File: src/rtl/memb_pkg.sv
// Shared types and width helpers for the operand-B skew buffer.
package memb_pkg;

    typedef enum logic {
        LOAD   = 1'b0,
        STREAM = 1'b1
    } state_e;

    // t spans 0 .. count+DIM-1, count spans 0 .. DEPTH
    function automatic int t_width(input int depth, input int dim);
        return $clog2(depth + dim);
    endfunction

    function automatic int idx_width(input int depth);
        return (depth > 1) ? $clog2(depth) : 1;
    endfunction

endpackage

File: src/rtl/memb_skew_buf_if.sv
// Load/stream handshake and skewed output bus of the operand-B buffer.
interface memb_skew_buf_if #(
    parameter int BITS_AB = 8,
    parameter int DIM     = 8,
    parameter int DEPTH   = 8
);
    localparam int CW = $clog2(DEPTH + 1);

    logic                               clr;
    logic                               wr_en;
    logic signed [DIM-1:0][BITS_AB-1:0] Bin;
    logic                               start;
    logic                               replay;
    logic signed [DIM-1:0][BITS_AB-1:0] Bout;
    logic [DIM-1:0]                     col_valid;
    logic                               busy;
    logic                               full;
    logic [CW-1:0]                      count;
    logic                               done;

    modport master (
        output clr, wr_en, Bin, start, replay,
        input  Bout, col_valid, busy, full, count, done
    );

    modport slave (
        input  clr, wr_en, Bin, start, replay,
        output Bout, col_valid, busy, full, count, done
    );

endinterface

File: src/rtl/memb_skew_col.sv
// One lane of the skew buffer: row storage plus a registered read delayed by COL cycles.
module memb_skew_col
    import memb_pkg::*;
#(
    parameter int BITS_AB = 8,
    parameter int DEPTH   = 8,
    parameter int DIM     = 8,
    parameter int COL     = 0
) (
    input  logic                                   clk,
    input  logic                                   rst,
    input  logic                                   wr_en,
    input  logic [idx_width(DEPTH)-1:0]            wr_idx,
    input  logic [BITS_AB-1:0]                     wr_data,
    input  logic                                   run,
    input  logic [t_width(DEPTH, DIM)-1:0]         t,
    input  logic [$clog2(DEPTH+1)-1:0]             count,
    output logic [BITS_AB-1:0]                     dout,
    output logic                                   valid
);
    localparam int TW = t_width(DEPTH, DIM);
    localparam int IW = idx_width(DEPTH);

    logic [BITS_AB-1:0] mem [DEPTH];
    logic [TW:0]        diff;
    logic               in_range;
    logic [BITS_AB-1:0] dout_q, dout_d;
    logic               valid_q, valid_d;

    always_ff @(posedge clk) begin
        if (wr_en) begin
            mem[wr_idx] <= wr_data;
        end
    end

    // Extra MSB acts as the borrow of t-COL, so "t < COL" needs no separate compare
    always_comb begin
        diff     = {1'b0, t} - {1'b0, TW'(COL)};
        in_range = run && !diff[TW] && (diff[TW-1:0] < TW'(count));
        dout_d   = '0;
        valid_d  = 1'b0;
        if (in_range) begin
            dout_d  = mem[diff[IW-1:0]];
            valid_d = 1'b1;
        end
    end

    always_ff @(posedge clk or posedge rst) begin
        if (rst) begin
            dout_q  <= '0;
            valid_q <= 1'b0;
        end else begin
            dout_q  <= dout_d;
            valid_q <= valid_d;
        end
    end

    assign dout  = dout_q;
    assign valid = valid_q;

endmodule

File: src/rtl/memb_skew_buf.sv
// Operand-B staging buffer: loads rows, then streams them diagonally skewed across DIM lanes.
module memb_skew_buf
    import memb_pkg::*;
#(
    parameter int BITS_AB = 8,
    parameter int DIM     = 8,
    parameter int DEPTH   = 8
) (
    input  logic           clk,
    input  logic           rst,
    memb_skew_buf_if.slave bus
);
    localparam int CW = $clog2(DEPTH + 1);
    localparam int TW = t_width(DEPTH, DIM);
    localparam int IW = idx_width(DEPTH);

    state_e        state_q, state_d;
    logic [CW-1:0] count_q, count_d;
    logic [TW-1:0] t_q, t_d;
    logic          replay_q, replay_d;
    logic          done_q, done_d;
    logic          wr_accept;
    logic          full;
    logic          busy;
    logic          run;
    logic [TW-1:0] t_end;
    logic [TW-1:0] t_done;

    logic [DIM-1:0][BITS_AB-1:0] bout_w;
    logic [DIM-1:0]              valid_w;

    // Lanes present t during 0..count+DIM-2 one edge later; t_end is the idle edge back to LOAD
    assign t_end  = TW'(count_q) + TW'(DIM - 1);
    assign t_done = t_end - TW'(1);

    always_ff @(posedge clk or posedge rst) begin
        if (rst) begin
            state_q  <= LOAD;
            count_q  <= '0;
            t_q      <= '0;
            replay_q <= 1'b0;
            done_q   <= 1'b0;
        end else begin
            state_q  <= state_d;
            count_q  <= count_d;
            t_q      <= t_d;
            replay_q <= replay_d;
            done_q   <= done_d;
        end
    end

    always_comb begin
        state_d   = state_q;
        count_d   = count_q;
        t_d       = t_q;
        replay_d  = replay_q;
        done_d    = 1'b0;
        wr_accept = 1'b0;
        if (bus.clr) begin
            state_d = LOAD;
            count_d = '0;
            t_d     = '0;
        end else begin
            case (state_q)
                LOAD: begin
                    if (bus.wr_en && !full) begin
                        wr_accept = 1'b1;
                        count_d   = count_q + CW'(1);
                    end
                    // A same-edge write counts toward the stream length
                    if (bus.start && (count_d != '0)) begin
                        state_d  = STREAM;
                        t_d      = '0;
                        replay_d = bus.replay;
                    end
                end
                STREAM: begin
                    t_d = t_q + TW'(1);
                    if (t_q == t_done) begin
                        done_d = 1'b1;
                    end
                    if (t_q == t_end) begin
                        state_d = LOAD;
                        t_d     = '0;
                        if (!replay_q) begin
                            count_d = '0;
                        end
                    end
                end
                default: state_d = LOAD;
            endcase
        end
    end

    always_comb begin
        busy = (state_q == STREAM);
        full = (count_q == CW'(DEPTH));
        run  = busy && !bus.clr;
    end

    for (genvar gi = 0; gi < DIM; gi++) begin : g_col
        memb_skew_col #(
            .BITS_AB (BITS_AB),
            .DEPTH   (DEPTH),
            .DIM     (DIM),
            .COL     (gi)
        ) u_col (
            .clk     (clk),
            .rst     (rst),
            .wr_en   (wr_accept),
            .wr_idx  (count_q[IW-1:0]),
            .wr_data (bus.Bin[gi]),
            .run     (run),
            .t       (t_q),
            .count   (count_q),
            .dout    (bout_w[gi]),
            .valid   (valid_w[gi])
        );
    end

    assign bus.Bout      = bout_w;
    assign bus.col_valid = valid_w;
    assign bus.busy      = busy;
    assign bus.full      = full;
    assign bus.count     = count_q;
    assign bus.done      = done_q;

endmodule

File: src/flat_wrapper.sv
// flat-port wrapper written by rule: the top's interface ports become plain ports
module memb_skew_buf_flat import memb_pkg::*;
#(
    parameter int BITS_AB = 8,
    parameter int DIM     = 8,
    parameter int DEPTH   = 8
)
  (clk, rst, bus_clr, bus_wr_en, bus_Bin, bus_start, bus_replay, bus_Bout, bus_col_valid, bus_busy, bus_full, bus_count, bus_done);
  memb_skew_buf_if #(.BITS_AB(BITS_AB), .DIM(DIM), .DEPTH(DEPTH)) bus_i ();
  input  logic clk;
  input  logic rst;
  input wire logic [$bits(bus_i.clr)-1:0] bus_clr;
  input wire logic [$bits(bus_i.wr_en)-1:0] bus_wr_en;
  input wire logic [$bits(bus_i.Bin)-1:0] bus_Bin;
  input wire logic [$bits(bus_i.start)-1:0] bus_start;
  input wire logic [$bits(bus_i.replay)-1:0] bus_replay;
  output wire logic [$bits(bus_i.Bout)-1:0] bus_Bout;
  output wire logic [$bits(bus_i.col_valid)-1:0] bus_col_valid;
  output wire logic [$bits(bus_i.busy)-1:0] bus_busy;
  output wire logic [$bits(bus_i.full)-1:0] bus_full;
  output wire logic [$bits(bus_i.count)-1:0] bus_count;
  output wire logic [$bits(bus_i.done)-1:0] bus_done;
  assign bus_i.clr = bus_clr;
  assign bus_i.wr_en = bus_wr_en;
  assign bus_i.Bin = bus_Bin;
  assign bus_i.start = bus_start;
  assign bus_i.replay = bus_replay;
  assign bus_Bout = bus_i.Bout;
  assign bus_col_valid = bus_i.col_valid;
  assign bus_busy = bus_i.busy;
  assign bus_full = bus_i.full;
  assign bus_count = bus_i.count;
  assign bus_done = bus_i.done;
  memb_skew_buf #(.BITS_AB(BITS_AB), .DIM(DIM), .DEPTH(DEPTH)) u_core (.clk(clk), .rst(rst), .bus(bus_i));
endmodule
File: config.mk
export PLATFORM = sky130hd
export DESIGN_NAME = memb_skew_buf_flat
export DESIGN_NICKNAME = d
export VERILOG_FILES = /design/src/rtl/memb_pkg.sv /design/src/rtl/memb_skew_buf_if.sv /design/src/rtl/memb_skew_col.sv /design/src/rtl/memb_skew_buf.sv /design/src/flat_wrapper.sv
export SDC_FILE = /design/constraint.sdc
export NUM_CORES = 1
export LEC_CHECK = 0
export CORE_MARGIN = 3
export CORE_UTILIZATION = 53
export DETAILED_ROUTE_END_ITERATION = 10
export PLACE_DENSITY = 0.76
export SLEW_MARGIN = 20
export SYNTH_ARGS = -nofsm -noshare
export SYNTH_HDL_FRONTEND = slang
export SYNTH_SLANG_ARGS = --single-unit
File: constraint.sdc
create_clock -name clk -period 6.4 [get_ports clk]
set_clock_uncertainty 0.1 [all_clocks]
set_input_delay 1.28 -clock clk [delete_from_list [all_inputs] [get_ports clk]]
set_output_delay 1.28 -clock clk [all_outputs]
set_load 0.1 [all_outputs]
==> summary.txt <==
Run status
  – Status: completed

Timing
  – Worst slew pin tran: 1.106 ns
  – Tcrit/Tclk final: 71.85%
  – Setup violations, final: 0
  – Max Freq: 217.5 MHz
  – Setup TNS: 0 ns
  – Slew Viols, Final: 0
  – Final Hold Viols: 0
  – RSZ-0062 raised after global routing: false
  – Fin crit period: 4.598 ns
  – Final setup margin: 1.802 ns
  – Slew headroom: 25.79%

Floorplanning
  – Die Y: 213.0 µm
  – IO Pins: 149
  – Die extent in x: 213.0 µm
  – Initial core utilization: 53.88%
  – Die Area: 45360 µm²
  – Core outline area: 42130 µm²
  – Row cnt: 75

Synth
  – Yosys top cell by area: edfxtp_1
  – Number of synthesized flops with an enable pin: 512
  – Mapped Avg Cell Area: 19.61 µm²
  – Syn_nets: 1262
  – Synth cell count leaders: 512 x edfxtp_1, 142 x nand2_1, 128 x mux4_2
  – Mapped Area: 22700 µm²
  – Yosys reg bits: 595
  – Yosys synthesis warning count: 0
  – Post-Syn Instances: 1158
  – Largest cells by area after synthesis: edfxtp_1 68%, mux4_2 13%, dfrtp_1 9.1%
  – Post-synth top flop: edfxtp_1
  – Register area share after synthesis: 76.87%
  – Ys async rst share: 13.95%
  – Most common cell in the netlist: edfxtp_1
  – Synth top area share: 67.72%
  – Synth unique cells: 47

Power
  – Peak VDD IR: 273.9 µV
  – Sw frac: 22.19%
  – Logic gate share of total power: 9.3%
  – Sequential fraction of design power: 51.9%
  – Cell-internal power: 6.540 mW
  – Switch Pwr: 1.866 mW
  – PD cells: 313.7 nW/µm²
  – Leakage: 8.993 nW
  – Clock network power share: 38.9%

Clock network
  – Skew-Pair Late Insertion Delay: 0.60 ns
  – CTS clock-pin slew for the worst setup and hold paths: 0.06 ns
  – CTS-repair resized insts: 0
  – CTS sink cnt: 595
  – CTS tree: yes
  – CTS Buffer Depth: 3
  – Post-CTS setup repair buffer count: 0
  – Number of CTS-inserted buffers: 57
  – Cts-stage hold buffer count: 0
  – H-tree depth: 2
  – Root Driver: clkbuf_16

Worst setup path
  – Critical R2R Capture: u_core.g_col[2].u_col.dout[7]
  – Crit-path slowest cell: clkdlybuf4s50_1
  – Setup crit start kind: flop
  – Cell Chain, Critical Path: inv_1 > ha_1 > nand3b_1 > inv_1 > clkdlybuf4s50_1
  – CP dominant cell by count: inv_1
  – WP data arrival: 3.22 ns
  – R2r startpoint: u_core.t_q[1]
  – Required @ worst endpoint: 5.02 ns
  – R2r setup slk: 1.87 ns
  – Worst path max stage delay: 1.12 ns
  – Reg2Reg Depth: 8
  – CP Capture Type: output port
  – Crit Path Max Fanout: 13
  – Setup Crit Path Kind: reg -> out
  – CP startpoint: u_core.bus.count[1]

Global route
  – Tot GR Track Use: 21.21%
  – Global route overflow: 0
  – Vias in the first global route: 11931
  – First-pass GRT wire length: 71550 µm
  – Initial antenna violation count: 0
  – Largest net degree at the start of global routing: 72

Place
  – DP Wirelength: 26940 µm
  – Pre-CTS setup slack: 1.871 ns
  – RePlAce Congestion: 0.7648
  – # port buffers: 148

Route
  – WL/cell: 24.42 µm
  – Drt pass-1 iters: 5
  – Routed vias: 11323
  – DRC Markers: 0
  – Routed Antenna Nets: 0
  – Routed vias/inst: 5.897
  – Final Routed Wirelength: 46890 µm
  – Initial DRC Count: 967

Min path
  – Hold Path Sink: u_core.replay_q
  – HP Class: reg -> reg
  – Hold_sp: u_core.replay_q
  – Worst Hold Depth: 1

Finish
  – Area growth, synth to finish: 18.02%
  – Fillers: 2844
  – Layout cell share with drive strength beyond 1: 18.39%
  – Antenna fix cells: 0
  – Fin nets: 1437

Run
  – MaxCap Viol Count: 0
## critical path, delay by kind of cell (launching register included)
family / cells / cell delay [ns]
buffers and inverters: 3 / 1.54
adders and majority gates: 1 / 0.33
DFF: 1 / 0.58
and+or+nand+nor: 1 / 0.16
## final cells by class
class,count,area (µm²),share of cell area (%)
Inverter,33,126.4,0.4717
Clock inverter,31,279.0,1.041
Sequential cell,595,17460,65.16
Tap cell,539,674.4,2.517
Clock buffer,76,1568,5.851
Timing Repair Buffer,171,1740,6.496
Multi-Input combinational cell,475,4946,18.46
## stage by stage
step | power (mW) | hold WS [ns] | cells | cell area, µm² | util (%)
after floorplan | 4.978 | 0.3950 | 1158 | 22710 | -
after global placement | 5.208 | 0.4159 | 1810 | 24880 | 59.04
after detailed placement | 5.226 | 0.4242 | 1812 | 24920 | 59.15
after CTS | 8.484 | 0.4403 | 1919 | 26770 | 63.53
after global routing | 8.697 | 0.4792 | 1920 | 26790 | 63.59
final | 8.406 | 0.4401 | 1920 | 26790 | 63.59
## flip-flops by register name (all words and copies together) (netlist names)
signal / flops
u_core.g_col.u_col.valid: 8
u_core.bus.busy: 1
u_core.bus.count: 4
u_core.t_q: 4
u_core.g_col.u_col.dout: 64
u_core.replay_q: 1
u_core.bus.done: 1
u_core.g_col.u_col.mem: 512
## cells by family (layout without fill, tap and decap cells)
logic type      count (synthesis)  count (layout)  synth area share (%)
fa+ha+maj                      34              34                 1.874
compound gates                109             109                 2.706
xor+xnor                       15              15                0.6118
simple gates                  186             186                 3.367
mux                           131             131                 12.84
buf+inv                        88             311                 1.731
flops                         595             595                 76.87
## worst max path at each step
stage	end	slack [ns]	cells after the start
finish	bus_full	1.80	5
global route	bus_full	1.60	5
CTS	bus_full	1.78	5
detailed placement	u_core.g_col[2].u_col.dout[7]	1.87	8
global placement	u_core.g_col[2].u_col.mem[1][5]	1.98	6
floorplan	u_core.g_col[0].u_col.mem[1][0]	1.0	7
## placed cells by master, fill, tap and decap left out, types with 3 or more instances in the layout
cell type	n
a21oi_1	77
clkbuf_1	12
buf_4	16
o22ai_1	3
buf_12	5
xnor2_1	11
inv_1	27
clkinv_1	15
nand2b_1	4
nor2_1	8
ha_1	33
edfxtp_1	512
clkdlybuf4s50_1	148
nor2b_1	3
clkbuf_8	7
mux4_2	128
o21ai_0	4
nor2_4	6
clkbuf_16	57
a21o_1	5
o21ai_1	5
bufinv_16	4
clkinv_2	11
nor3_1	8
nand3_1	3
dfrtp_1	81
nand2_1	142
## power groups by stage
stage               combinational (mW)  sequential, mW  clock [mW]
floorplan                        0.546            4.43           0
global placement                 0.770            4.44           0
detailed placement               0.785            4.44           0
CTS                              0.791            4.36        3.33
global route                     0.848            4.37        3.48
finish                           0.780            4.36        3.27
## per-layer routing
metal | up-vias | track usage [%] | wire [µm]
met5 | - | 0 | 0
li1 | 4901 | - | -
met3 | 71 | 4.070 | 3061
met2 | 408 | 33.87 | 22950
met4 | 0 | 5.735 | 926
met1 | 5943 | 30.75 | 19950
Note: power is estimated with default switching activity, not from simulation.
